### src/rtl/music_tone_decoder.sv
// Speaker tone decoder: times half-periods of an incoming square wave, normalises them to
// the base octave, looks them up in the note table and reports confirmed note codes.
module music_tone_decoder #(
    parameter int unsigned CNT_W    = 18,
    parameter int unsigned TOL      = 2,
    parameter int unsigned STABLE_N = 3,
    parameter int unsigned TIMEOUT  = 140000
) (
    input  logic       clk,
    input  logic       rst_n,
    input  logic       speaker_in,
    output logic [7:0] fullnote,
    output logic [2:0] octave,
    output logic [3:0] note,
    output logic       note_valid,
    output logic       note_strobe,
    output logic       silence,
    output logic       err_range
);
    localparam int unsigned K_W  = $clog2(CNT_W + 1);
    localparam int unsigned ST_W = $clog2(STABLE_N + 1);
    localparam logic [CNT_W-1:0] NORM_LIM = CNT_W'(512 + TOL);
    localparam logic [CNT_W-1:0] MIN_V    = CNT_W'(271 - TOL);
    localparam logic [CNT_W-1:0] TOL_V    = CNT_W'(TOL);
    localparam logic [CNT_W-1:0] TMO_V    = CNT_W'(TIMEOUT);
    localparam logic [ST_W-1:0]  STAB_V   = ST_W'(STABLE_N);

    typedef enum logic [1:0] {S_IDLE, S_NORM, S_MATCH} state_t;

    function automatic logic [9:0] half_ref(input logic [3:0] idx);
        case (idx)
            4'd0:    half_ref = 10'd512;
            4'd1:    half_ref = 10'd483;
            4'd2:    half_ref = 10'd456;
            4'd3:    half_ref = 10'd431;
            4'd4:    half_ref = 10'd406;
            4'd5:    half_ref = 10'd384;
            4'd6:    half_ref = 10'd362;
            4'd7:    half_ref = 10'd342;
            4'd8:    half_ref = 10'd323;
            4'd9:    half_ref = 10'd304;
            4'd10:   half_ref = 10'd287;
            4'd11:   half_ref = 10'd271;
            default: half_ref = 10'd0;
        endcase
    endfunction

    logic             sync1_q, sync2_q, sync3_q;
    logic [1:0]       prime_q;
    logic             edge_w;
    logic [CNT_W-1:0] cnt_q, cnt_d;
    logic             armed_q;
    logic             timeout_w;

    state_t           state_q, state_d;
    logic [CNT_W-1:0] v_q, v_d;
    logic [K_W-1:0]   k_q, k_d;
    logic [3:0]       idx_q, idx_d;
    logic             start_w, norm_done_w, norm_bad_w, last_idx_w, hit_w, drop_w;
    logic [CNT_W-1:0] ref_w;
    logic             dec_err_w, dec_hit_w;
    logic [6:0]       cand_w;

    logic [ST_W-1:0]  stable_q, stable_d;
    logic [6:0]       cand_q;
    logic             confirm_q;

    logic [7:0]       fullnote_q;
    logic [2:0]       octave_q;
    logic [3:0]       note_q;
    logic             note_valid_q, note_strobe_q, silence_q, err_range_q;

    // Edges are ignored until the synchroniser has refilled after reset, so a pin
    // already high at reset release is not mistaken for a transition.
    always_ff @(posedge clk or negedge rst_n) begin
        if (!rst_n) begin
            sync1_q <= 1'b0;
            sync2_q <= 1'b0;
            sync3_q <= 1'b0;
            prime_q <= '0;
        end else begin
            sync1_q <= speaker_in;
            sync2_q <= sync1_q;
            sync3_q <= sync2_q;
            if (prime_q != 2'd3) prime_q <= prime_q + 2'd1;
        end
    end

    assign edge_w    = (prime_q == 2'd3) && (sync2_q ^ sync3_q);
    assign timeout_w = !edge_w && (cnt_q == TMO_V);

    always_comb begin
        cnt_d = cnt_q;
        if (edge_w)            cnt_d = CNT_W'(1);
        else if (cnt_q != '1)  cnt_d = cnt_q + CNT_W'(1);
    end

    always_ff @(posedge clk or negedge rst_n) begin
        if (!rst_n) begin
            cnt_q   <= '0;
            armed_q <= 1'b0;
        end else begin
            cnt_q <= cnt_d;
            if (edge_w)         armed_q <= 1'b1;
            else if (timeout_w) armed_q <= 1'b0;
        end
    end

    assign start_w     = edge_w && armed_q && (state_q == S_IDLE);
    assign drop_w      = edge_w && (state_q != S_IDLE);
    assign norm_done_w = (v_q <= NORM_LIM);
    assign norm_bad_w  = (k_q < K_W'(3)) || (k_q > K_W'(8)) || (v_q < MIN_V);
    assign last_idx_w  = (idx_q == 4'd11);
    assign ref_w       = CNT_W'(half_ref(idx_q));
    assign hit_w       = ((v_q + TOL_V) >= ref_w) && (v_q <= (ref_w + TOL_V));

    always_ff @(posedge clk or negedge rst_n) begin
        if (!rst_n) begin
            state_q <= S_IDLE;
            v_q     <= '0;
            k_q     <= '0;
            idx_q   <= '0;
        end else begin
            state_q <= state_d;
            v_q     <= v_d;
            k_q     <= k_d;
            idx_q   <= idx_d;
        end
    end

    always_comb begin
        state_d = state_q;
        v_d     = v_q;
        k_d     = k_q;
        idx_d   = idx_q;
        case (state_q)
            S_IDLE: begin
                if (start_w) begin
                    v_d     = cnt_q;
                    k_d     = '0;
                    state_d = S_NORM;
                end
            end
            S_NORM: begin
                if (!norm_done_w) begin
                    v_d = v_q >> 1;
                    k_d = k_q + K_W'(1);
                end else if (norm_bad_w) begin
                    state_d = S_IDLE;
                end else begin
                    idx_d   = '0;
                    state_d = S_MATCH;
                end
            end
            S_MATCH: begin
                if (hit_w || last_idx_w) state_d = S_IDLE;
                else                     idx_d   = idx_q + 4'd1;
            end
            default: state_d = S_IDLE;
        endcase
    end

    always_comb begin
        dec_err_w = 1'b0;
        dec_hit_w = 1'b0;
        case (state_q)
            S_NORM:  dec_err_w = norm_done_w && norm_bad_w;
            S_MATCH: begin
                dec_hit_w = hit_w;
                dec_err_w = !hit_w && last_idx_w;
            end
            default: ;
        endcase
        cand_w = {3'(K_W'(8) - k_q), idx_q};
    end

    always_comb begin
        stable_d = stable_q;
        if (timeout_w || dec_err_w || drop_w) begin
            stable_d = '0;
        end else if (dec_hit_w) begin
            if (cand_w != cand_q)       stable_d = ST_W'(1);
            else if (stable_q != STAB_V) stable_d = stable_q + ST_W'(1);
        end
    end

    always_ff @(posedge clk or negedge rst_n) begin
        if (!rst_n) begin
            stable_q  <= '0;
            cand_q    <= '0;
            confirm_q <= 1'b0;
        end else begin
            stable_q  <= stable_d;
            if (dec_hit_w) cand_q <= cand_w;
            confirm_q <= dec_hit_w && (stable_d == STAB_V);
        end
    end

    always_ff @(posedge clk or negedge rst_n) begin
        if (!rst_n) begin
            fullnote_q    <= '0;
            octave_q      <= '0;
            note_q        <= '0;
            note_valid_q  <= 1'b0;
            note_strobe_q <= 1'b0;
            silence_q     <= 1'b1;
            err_range_q   <= 1'b0;
        end else begin
            note_strobe_q <= 1'b0;
            err_range_q   <= dec_err_w;
            if (timeout_w) begin
                silence_q    <= 1'b1;
                note_valid_q <= 1'b0;
                fullnote_q   <= '0;
                octave_q     <= '0;
                note_q       <= '0;
            end else if (confirm_q) begin
                octave_q      <= cand_q[6:4];
                note_q        <= cand_q[3:0];
                fullnote_q    <= {2'b00, cand_q[6:4], 3'b000} + {3'b000, cand_q[6:4], 2'b00}
                               + {4'b0000, cand_q[3:0]};
                note_valid_q  <= 1'b1;
                silence_q     <= 1'b0;
                note_strobe_q <= !note_valid_q || (cand_q != {octave_q, note_q});
            end
        end
    end

    assign fullnote    = fullnote_q;
    assign octave      = octave_q;
    assign note        = note_q;
    assign note_valid  = note_valid_q;
    assign note_strobe = note_strobe_q;
    assign silence     = silence_q;
    assign err_range   = err_range_q;
endmodule
### config.mk
export PLATFORM = sky130hd
export DESIGN_NAME = music_tone_decoder
export DESIGN_NICKNAME = d
export VERILOG_FILES = /design/src/rtl/music_tone_decoder.sv
export SDC_FILE = /design/constraint.sdc
export NUM_CORES = 1
export LEC_CHECK = 0
export BUFFER_PORTS_ARGS = -buffer_cell sky130_fd_sc_hd__buf_4
export CORE_MARGIN = 10
export CORE_UTILIZATION = 45
export DETAILED_ROUTE_END_ITERATION = 12
export GPL_ROUTABILITY_DRIVEN = 0
export GPL_TIMING_DRIVEN = 0
export PLACE_DENSITY = 0.67
export SYNTH_ARGS = -nofsm -noshare
export SYNTH_HDL_FRONTEND = slang
export SYNTH_SLANG_ARGS = --single-unit
### constraint.sdc
create_clock -name clk -period 4.2 [get_ports clk]
set_input_delay 0.42 -clock clk [delete_from_list [all_inputs] [get_ports clk]]
set_output_delay 0.42 -clock clk [all_outputs]
set_load 0.05 [all_outputs]
==> flow_summary.toml, run 1 <==
[routing]
remaining_drc_errors = 0
ant_nets = 0
wl_per_cell_um = 16.3
vias = 4200
drt_iter0_markers = 278
drt_wl_total_um = 12200
via_per_inst = 5.60
dr.pass1.iters = 4

[setup_path]
setup.worst_path.start_class = "flip-flop"
r2r_cells = 17
critPathCaptureType = "flip-flop"
regToRegStartpoint = "idx_q[0]"
timing.rr.end = "cand_q[1]"
critical_path_peak_fanout = 10
critPathLaunch = "idx_q[0]"
criticalPathCategory = "flip-flop to flip-flop"
rrSetupSlack_ns = 0.15
critPathArrivalTime_ns = 4.27
required_ns = 4.42

[logic_synthesis]
yosysWarningCount = 0
syn_area_per_cell_um2 = 9.33
syn-num-nets = 605
async_flop_share = 1.00
netlist.top_cell.by_area = "dfrtp_1"
synth-edff-count = 0
ys.flop_type = "dfrtp_1"
yosysSeqAreaShare = 0.379
synth_cell_types = 63
syn_inst = 559
synth_seq_cells = 79
synthTopCellsByArea = "dfrtp_1 37%, ha_1 9.8%, mux2i_1 6.1%"
syn-cell-area_um2 = 5220
synth_top_area_frac = 0.374

[power_and_ir_drop]
swShare = 0.393
p_leak_nw = 2.74
peakVddDrop_mv = 0.306
seq_power_share = 0.320
p_switching_mw = 1.25
comb_power_share = 0.414
clock_power_share = 0.266
p_int_mw = 1.93
powerDensity_nw_per_um2 = 518

[place]
port_buffers = 20
placed_cell_area_um2 = 5540
place_hpwl_um = 8750

[min_path]
hold_path_end = "sync1_q"
hp-class = "input pin to flip-flop"
min_from = "speaker_in"
whs_path_depth = 1

[global_routing]
met2_usage = 0.253
grt_max_degree = 80
gr-max-usage-layer = "met2"
grt.overflow.total = 0
grt_usage = 0.153
grt_pass1_wl_um = 20700
antenna_found_initial = 0
grt_pass1_vias = 4209
use_met1 = 0.195
met3_usage = 0.0244

[layout]
antenna_cells = 0
nFillCells = 1013
final_cell_mix = "77 x dfrtp_1, 72 x nor2_1, 38 x buf_4, 38 x ha_1"
layout-drive-gt1-share = 0.163
mostFrequentLayoutCell = "dfrtp_1"
final_area_um2 = 6130
fin_util = 0.539
area_growth_pct = 17.5
nets = 649

[cts]
clock_path_buffers = 2
insertion_delay_ns = 0.34
clockRootBuffer = "clkbuf_16"
cts_num_sinks = 79
cts-buffers-inserted = 9
cts_tree = "built"
clkTransAtPathRegs_ns = 0.07
h-tree-depth = 3

[floorplanning]
ios = 22
initial_core_util = 0.459
fp-row-count = 39
die_area_um2 = 16300
die_h_um = 128
core_area_um2 = 11400
die_x_um = 128

[timing]
period_share = 0.965
fmax_mhz = 247
setup_viol = 0
fin_crit_ns = 4.05
slew_headroom = 0.171
drv_slew = 0
hold_violations = 0
rsz0062_at_grt = "yes"
worst_pin_slew_ns = 1.23
finalClockSkew_ns = 0.0117

[run]
drv_cap = 0

[outcome]
status = "finished, final reports clean"
## cell families (layout without fill, tap and decap cells)
| group | after synthesis | count (layout) | synth area share |
|---|---|---|---|
| AO/OA/AOI/OAI | 93 | 93 | 0.116 |
| flip-flops | 79 | 79 | 0.379 |
| other | 2 | 2 | 0.00144 |
| buffers and inverters | 65 | 113 | 0.0537 |
| adder cells (fa/ha/maj) | 43 | 43 | 0.106 |
| AND/OR/NAND/NOR | 190 | 190 | 0.186 |
| XOR/XNOR | 48 | 48 | 0.0806 |
| multiplexers | 39 | 39 | 0.0765 |
## per-layer routing
layer / wire length, µm / vias up
li1: - / 2058
met1: 5610 / 2043
met2: 5970 / 74
met3: 328 / 25
met4: 309 / 0
met5: 0 / -
## critical path: stages, from the launching register on
cell and delay [ns]:
dfrtp_2 0.44, clkbuf_8 0.18, inv_2 0.10, ha_4 0.23, o22a_1 0.25, nor2_2 0.14
or4b_4 0.51, xnor2_4 0.17, ha_4 0.26, nand4_1 0.19, nor2_1 0.16, nand4_1 0.09
o21ai_1 0.09, o211ai_1 0.17, buf_4 0.21, nor3b_4 0.25, buf_6 0.18, mux2_4 0.30
## Yosys cell counts, drive strengths merged, types with 2 or more instances
cell / instances
nand4: 21
nor2b: 3
o21a: 2
mux2i: 32
and3: 5
a21boi: 2
o21ai: 16
nor4b: 4
xor2: 21
clkbuf: 21
a211oi: 6
a22o: 2
a41oi: 2
inv: 30
nor2: 74
nor3: 10
a21o: 5
dfrtp: 78
nand2: 29
nor4: 7
conb: 2
a31oi: 3
a21oi: 32
nand2b: 4
fa: 2
a221oi: 2
o41ai: 2
ha: 41
buf: 14
mux2: 7
a221o: 2
a311oi: 2
xnor2: 27
o22ai: 2
o211ai: 4
nor3b: 5
nand3: 22
## worst max path at each step
| stage | end | cells after the start |
|---|---|---|
| 5_1_grt | idx_q[1] | 19 |
| 2_1_floorplan | cand_q[1] | 16 |
| 3_3_place_gp | idx_q[1] | 17 |
| 4_1_cts | idx_q[1] | 17 |
| 6_report | cand_q[1] | 17 |
| 3_5_place_dp | idx_q[1] | 17 |
## layout make-up
class,instances,area (µm²),area share
clock buffers,9,225,0.0367
flip-flops and latches,79,1980,0.323
plain buffers,35,195,0.0318
inverters,30,116,0.0190
multi-input cells,415,3090,0.504
well taps,143,179,0.0292
repair buffers,33,251,0.0410
clock inverters,6,93.8,0.0153
## what timing repair did
item / CTS / global route
gates resized for setup: 18 / 25
hold buffers: 0 / 0
pin swaps: 5 / 15
gates cloned: 0 / 1
setup endpoints to repair: 17 / 17
endpoints found under the hold margin: 0 / 0
setup buffers: 7 / 5
## power groups by stage
stage / Sequential (mW) / Combinational, mW / Clock, mW
final: 1.02 / 1.32 / 0.844
after global placement: 1.02 / 1.20 / 0
after detailed placement: 1.02 / 1.25 / 0
after global routing: 1.04 / 1.47 / 0.903
after CTS: 1.01 / 1.28 / 0.857
after floorplan: 0.981 / 0.967 / 0
## per-stage QoR
stage | hold WS, ns | worst slack [ns] | setup TNS (ns) | total power, mW | cells
floorplan | 0.124 | 0.186 | 0 | 1.95 | 559
global placement | 0.335 | -0.479 | -5.92 | 2.21 | 722
detailed placement | 0.339 | -0.578 | -7.70 | 2.27 | 722
CTS | 0.180 | 0.00274 | 0 | 3.15 | 744
global route | 0.177 | -0.0606 | -0.391 | 3.41 | 750
finish | 0.183 | 0.149 | 0 | 3.17 | 750
## registers in the layout, indices dropped and copies added (netlist names), 2 cells and up
name	flops
stable_q	2
fullnote	7
cand_q	7
state_q	2
prime_q	2
octave	3
idx_q	4
k_q	5
cnt_q	18
note	2
v_q	18
(Power assumes the default switching activity.)
==> run 2: changes to the inputs <==
--- a/config.mk
+++ b/config.mk
@@ -7,11 +7,11 @@
 export LEC_CHECK = 0
 export BUFFER_PORTS_ARGS = -buffer_cell sky130_fd_sc_hd__buf_4
 export CORE_MARGIN = 10
-export CORE_UTILIZATION = 45
+export CORE_UTILIZATION = 30
 export DETAILED_ROUTE_END_ITERATION = 12
 export GPL_ROUTABILITY_DRIVEN = 0
 export GPL_TIMING_DRIVEN = 0
-export PLACE_DENSITY = 0.67
+export PLACE_DENSITY = 0.49
 export SYNTH_ARGS = -nofsm -noshare
 export SYNTH_HDL_FRONTEND = slang
 export SYNTH_SLANG_ARGS = --single-unit
==> constraint.sdc (replaced) <==
create_clock -name clk -period 3.55 [get_ports clk]
set_input_delay 0.355 -clock clk [delete_from_list [all_inputs] [get_ports clk]]
set_output_delay 0.355 -clock clk [all_outputs]
set_load 0.05 [all_outputs]
==> run 2 against run 1 <==
Compared with the run above:
- the flow now finishes with violations (setup timing)
- final cell count rose by 13%
- die area rose by 42%
- non-clock buffer count rose by 11
- critical path type unchanged
- largest power group unchanged
- highest routed layer unchanged
==> flow_summary.toml, run 2 (same netlist as run 1, synthesis figures left out) <==
[layout]
final_cell_mix = "77 x dfrtp_1, 71 x nor2_1, 48 x buf_4"
regArea_um2 = 1980
antenna_cells = 0
nFillCells = 1779
nets = 660
area_growth_pct = 21.5
mostFrequentLayoutCell = "dfrtp_1"
layout-drive-gt1-share = 0.192
multi_input_area_um2 = 3110
reg_top3 = "cnt_q (18), v_q (18)"

[floorplanning]
fp-row-count = 48
ios = 22
initial_core_util = 0.304
die_x_um = 152
core_area_um2 = 17200
die_h_um = 152
die_area_um2 = 23100

[timing]
worst_pin_slew_ns = 1.26
fmax_mhz = 255
period_share = 1.10
hold_violations = 0
fin_crit_ns = 3.91
worst_slack_ns = -0.365
finalClockSkew_ns = 0.00737
tns_ns = -4.90
setup_viol = 17
rsz0062_at_grt = "yes"
slew_headroom = 0.154
drv_slew = 0

[setup_path]
critical_path_peak_fanout = 5
criticalPathCategory = "flip-flop to flip-flop"
critPathMaxStageDelay_ns = 0.49
cpLargestDelayFamily = "simple AND/OR/NAND/NOR gates"
path_cells = "clkbuf_8 > inv_6 > ha_4 > o22a_1 > nor2_1 > or4b_4 > xnor2_2 > ha_1 > a211oi_1 > o21ai_1 > nor3_1 > o211ai_1 > buf_4 > nor3b_4 > buf_6 > mux2_4"
critPathCaptureType = "flip-flop"
crit_slowest_cell = "or4b_4"
cp_num_buf_inv = 4
setup.worst_path.start_class = "flip-flop"
required_ns = 3.77
critPathArrivalTime_ns = 4.14

[global_routing]
grt.overflow.total = 0
antenna_found_initial = 0
grt_pass1_vias = 4298
grt_usage = 0.114
grt_pass1_wl_um = 22200
grt_max_degree = 80

[run]
drv_cap = 0

[power_and_ir_drop]
peakVddDrop_mv = 0.304
p_total_mw = 3.68
powerDensity_nw_per_um2 = 581
p_leak_nw = 2.79

[cts]
h-tree-depth = 3
clkTransAtPathRegs_ns = 0.06
clock_path_buffers = 2
clockRootBuffer = "clkbuf_16"
cts_num_sinks = 79
insertion_delay_ns = 0.34
cts-buffers-inserted = 9
cts_tree = "built"

[routing]
drt_wl_total_um = 13000
remaining_drc_errors = 0
dr.pass1.iters = 4
via_per_inst = 4.94
ant_nets = 0
vias = 4169
wl_per_cell_um = 15.4
drt_iter0_markers = 186

[place]
port_buffers = 20
place_hpwl_um = 9430

[min_path]
hp-class = "input pin to flip-flop"

[outcome]
violations = "setup timing"
status = "complete, but fails checks"
## run 2: cell count changes in the layout (fill, tap and decap cells not counted), moves of 2 or more
cell / delta
o21ai_0: -3
buf_4: +10
ha_2: +2
a41oi_1: -2
buf_6: +2
a41oi_2: +2
o21ai_1: +2
## run 2: layer usage
layer	up-vias	track usage	wire, µm
li1	2077	-	-
met5	-	0	0
met3	10	0.0240	393
met4	0	0.0335	131
met2	50	0.189	6270
met1	2032	0.146	6160
## run 2: worst reg2reg max path, delay by kind of cell (launching register included)
| family | cells | cell delay (ns) |
|---|---|---|
| adder cells (fa/ha/maj) | 2 | 0.40 |
| flip-flops | 1 | 0.41 |
| multiplexers | 1 | 0.31 |
| AO/OA/AOI/OAI | 4 | 0.82 |
| XOR/XNOR | 1 | 0.16 |
| AND/OR/NAND/NOR | 4 | 1.04 |
| buffers and inverters | 4 | 0.64 |
## run 2: metrics by stage
step | hold slack [ns] | cell area (µm²) | utilization | instances | setup slack (ns)
finish | 0.120 | 6340 | 0.369 | 844 | -0.365
floorplan | 0.0594 | 5270 | - | 559 | -0.0112
detailed placement | 0.342 | 5700 | 0.332 | 804 | -0.637
global placement | 0.338 | 5700 | 0.332 | 804 | -0.625
global route | 0.107 | 6340 | 0.369 | 844 | -0.603
CTS | 0.103 | 6230 | 0.363 | 837 | -0.369
## run 2: layout make-up
class,instances,share of cell area
Inverter,30,0.0197
Clock buffer,12,0.0389
Timing Repair Buffer,44,0.0539
Tap cell,225,0.0444
Sequential cell,79,0.312
Multi-Input combinational cell,415,0.491
Clock inverter,4,0.00849
Buffer,35,0.0314
## run 2: report_power, final
part | leakage (nW) | total [mW] | switching [mW] | internal [mW]
Clock | 0.139 | 0.939 | 0.372 | 0.567
Combinational | 1.62 | 1.54 | 0.924 | 0.615
Sequential | 1.03 | 1.20 | 0.168 | 1.04
Total | 2.79 | 3.68 | 1.46 | 2.22
## run 2: timing repair
| item | 4_1_cts | 5_1_grt |
|---|---|---|
| resized for setup | 34 | 16 |
| setup endpoints to repair | 17 | 17 |
| hold buffers | 0 | 0 |
| buffers inserted | 16 | 7 |
| pin swaps | 16 | 15 |
| gates cloned | 1 | 0 |
## run 2: worst paths after layout
path | startpoint | to | cells past startpoint | slack (ns)
min in group asynchronous | rst_n | sync1_q | 1 | 0.19
worst min register to register | sync1_q | sync2_q | 0 | 0.35
worst max register to register | idx_q[0] | cand_q[4] | 16 | -0.36
worst min-delay path | speaker_in | sync1_q | 1 | 0.12
max in group asynchronous | rst_n | idx_q[3] | 1 | 2.61
worst max-delay path | idx_q[0] | cand_q[4] | 16 | -0.36
==> run 3: changes to the inputs <==
--- a/config.mk
+++ b/config.mk
@@ -15,3 +15,4 @@
 export SYNTH_ARGS = -nofsm -noshare
 export SYNTH_HDL_FRONTEND = slang
 export SYNTH_SLANG_ARGS = --single-unit
+export TNS_END_PERCENT = 30
==> run 3 against run 2 <==
Compared with the run above:
- the flow still finishes with violations (setup timing)
- core utilization is 0.43 points lower
- clock skew is 0.0021 ns lower
- clock power is 2.3% lower
- fmax is 0.76% higher
- hold slack better by 0.0023 ns
- die area stayed put
- clock-buffer cell count stayed put
- combinational power hardly changed
- first-iteration DRC count is 3.2% lower
- sequential share of layout area is 0.37 points higher
==> flow_summary.toml, run 3 (same netlist as run 1, synthesis figures left out) <==
[setup_path]
rrSetupSlack_ns = -0.34
critPathArrivalTime_ns = 4.10
critPathLaunch = "idx_q[1]"
criticalPathCategory = "flip-flop to flip-flop"
critPathCaptureType = "flip-flop"
setup.worst_path.start_class = "flip-flop"
regToRegStartpoint = "idx_q[1]"
critical_path_peak_fanout = 7
required_ns = 3.77

[routing]
via_per_inst = 5.00
drt_wl_total_um = 12900
remaining_drc_errors = 0
dr.pass1.iters = 4
ant_nets = 0
wl_per_cell_um = 15.4
vias = 4194
drt_iter0_markers = 180

[power_and_ir_drop]
p_total_mw = 3.69
p_leak_nw = 2.75
powerDensity_nw_per_um2 = 590
peakVddDrop_mv = 0.297

[global_routing]
use_met1 = 0.148
grt_pass1_wl_um = 22100
grt_max_degree = 80
antenna_found_initial = 0
grt_pass1_vias = 4269
grt.overflow.total = 0
grt_usage = 0.114
met2_usage = 0.183
met3_usage = 0.0257
gr-max-usage-layer = "met2"

[floorplanning]
ios = 22
initial_core_util = 0.304
die_h_um = 152
die_x_um = 152
die_area_um2 = 23100
fp-row-count = 48
core_area_um2 = 17200

[layout]
antenna_cells = 0
reg_top3 = "cnt_q (18), v_q (18)"
nets = 655
fin_util = 0.365
final_area_um2 = 6260
nFillCells = 1802
layout-drive-gt1-share = 0.173
area_growth_pct = 20.1
final_cell_mix = "77 x dfrtp_1, 72 x nor2_1, 44 x buf_4"
mostFrequentLayoutCell = "dfrtp_1"

[cts]
h-tree-depth = 3
insertion_delay_ns = 0.34
cts-buffers-inserted = 9
clock_path_buffers = 2
cts_tree = "built"
cts_num_sinks = 79
cts_hold_buffers = 0
clockRootBuffer = "clkbuf_16"
clkTransAtPathRegs_ns = 0.06

[timing]
rsz0062_at_grt = "yes"
fmax_mhz = 257
setup_viol = 16
worst_slack_ns = -0.335
fin_crit_ns = 3.89
finalClockSkew_ns = 0.00524
period_share = 1.09
worst_pin_slew_ns = 1.27
drv_slew = 0
tns_ns = -3.46
hold_violations = 0
slew_headroom = 0.143

[run]
drv_cap = 0

[min_path]
min_from = "speaker_in"
hp-class = "input pin to flip-flop"

[place]
placed_cell_area_um2 = 5700
pre_cts_slack_ns = -0.680
place_hpwl_um = 9420
port_buffers = 20

[outcome]
violations = "setup timing"
status = "complete, but fails checks"
[run 3: changes by cell type in the layout (fill, tap and decap cells not counted), moves of 2 or more]
cell / change
buf_4: -4
buf_6: -2
clkinvlp_4: -2
nor2_2: -2
[run 3: per-stage QoR]
stage | std cells | hold slack [ns]
detailed placement | 804 | 0.338
finish | 838 | 0.122
CTS | 834 | 0.104
global route | 838 | 0.103
floorplan | 559 | 0.0594
global placement | 804 | 0.338
[run 3: path summary, 6_finish.rpt]
kind	to	cells after the start
setup / recovery	idx_q[1]	16
hold / removal	sync1_q	1
setup reg to reg	idx_q[1]	16
hold reg to reg	sync2_q	0
max in group asynchronous	idx_q[3]	1
min in group asynchronous	cnt_q[1]	1
[run 3: power by group]
part           total, mW  switching [mW]  internal [mW]
Clock              0.917           0.357          0.560
Combinational       1.57           0.940          0.630
Sequential          1.21           0.171           1.04
Total               3.69            1.47           2.23
[run 3: cell type report]
type                            count  area, µm²  share of cell area
Inverter                           30        123              0.0196
Clock buffer                       12        246              0.0394
Tap cell                          225        282              0.0449
Clock inverter                      3       43.8             0.00699
Sequential cell                    79       1980               0.316
Multi-Input combinational cell    415       3100               0.494
Buffer                             35        198              0.0316
Timing Repair Buffer               39        297              0.0473
[run 3: what timing repair did]
| action | 4_1_cts | 5_1_grt |
|---|---|---|
| endpoints found under the setup margin | 17 | 17 |
| setup buffers | 15 | 4 |
| gates resized for setup | 18 | 20 |
| pin swaps | 12 | 6 |
[run 3: critical path, cell delays in order, from the launching register on]
cell and delay [ns]:
dfrtp_1 0.40, clkbuf_8 0.15, inv_6 0.07, ha_4 0.21
o22a_1 0.24, nor2_1 0.14, or4b_4 0.49, xnor2_2 0.16
ha_1 0.28, nand4_1 0.17, nor3b_2 0.20, nor3_1 0.06
o211ai_1 0.43, o21ai_2 0.13, buf_6 0.15, a21o_1 0.17
a221o_1 0.30
[run 3: routing by layer]
| layer | wire length, µm | vias to the layer above |
|---|---|---|
| met1 | 6080 | 2059 |
| li1 | - | 2061 |
| met5 | 0 | - |
| met4 | 148 | 0 |
| met2 | 6260 | 62 |
| met3 | 437 | 12 |
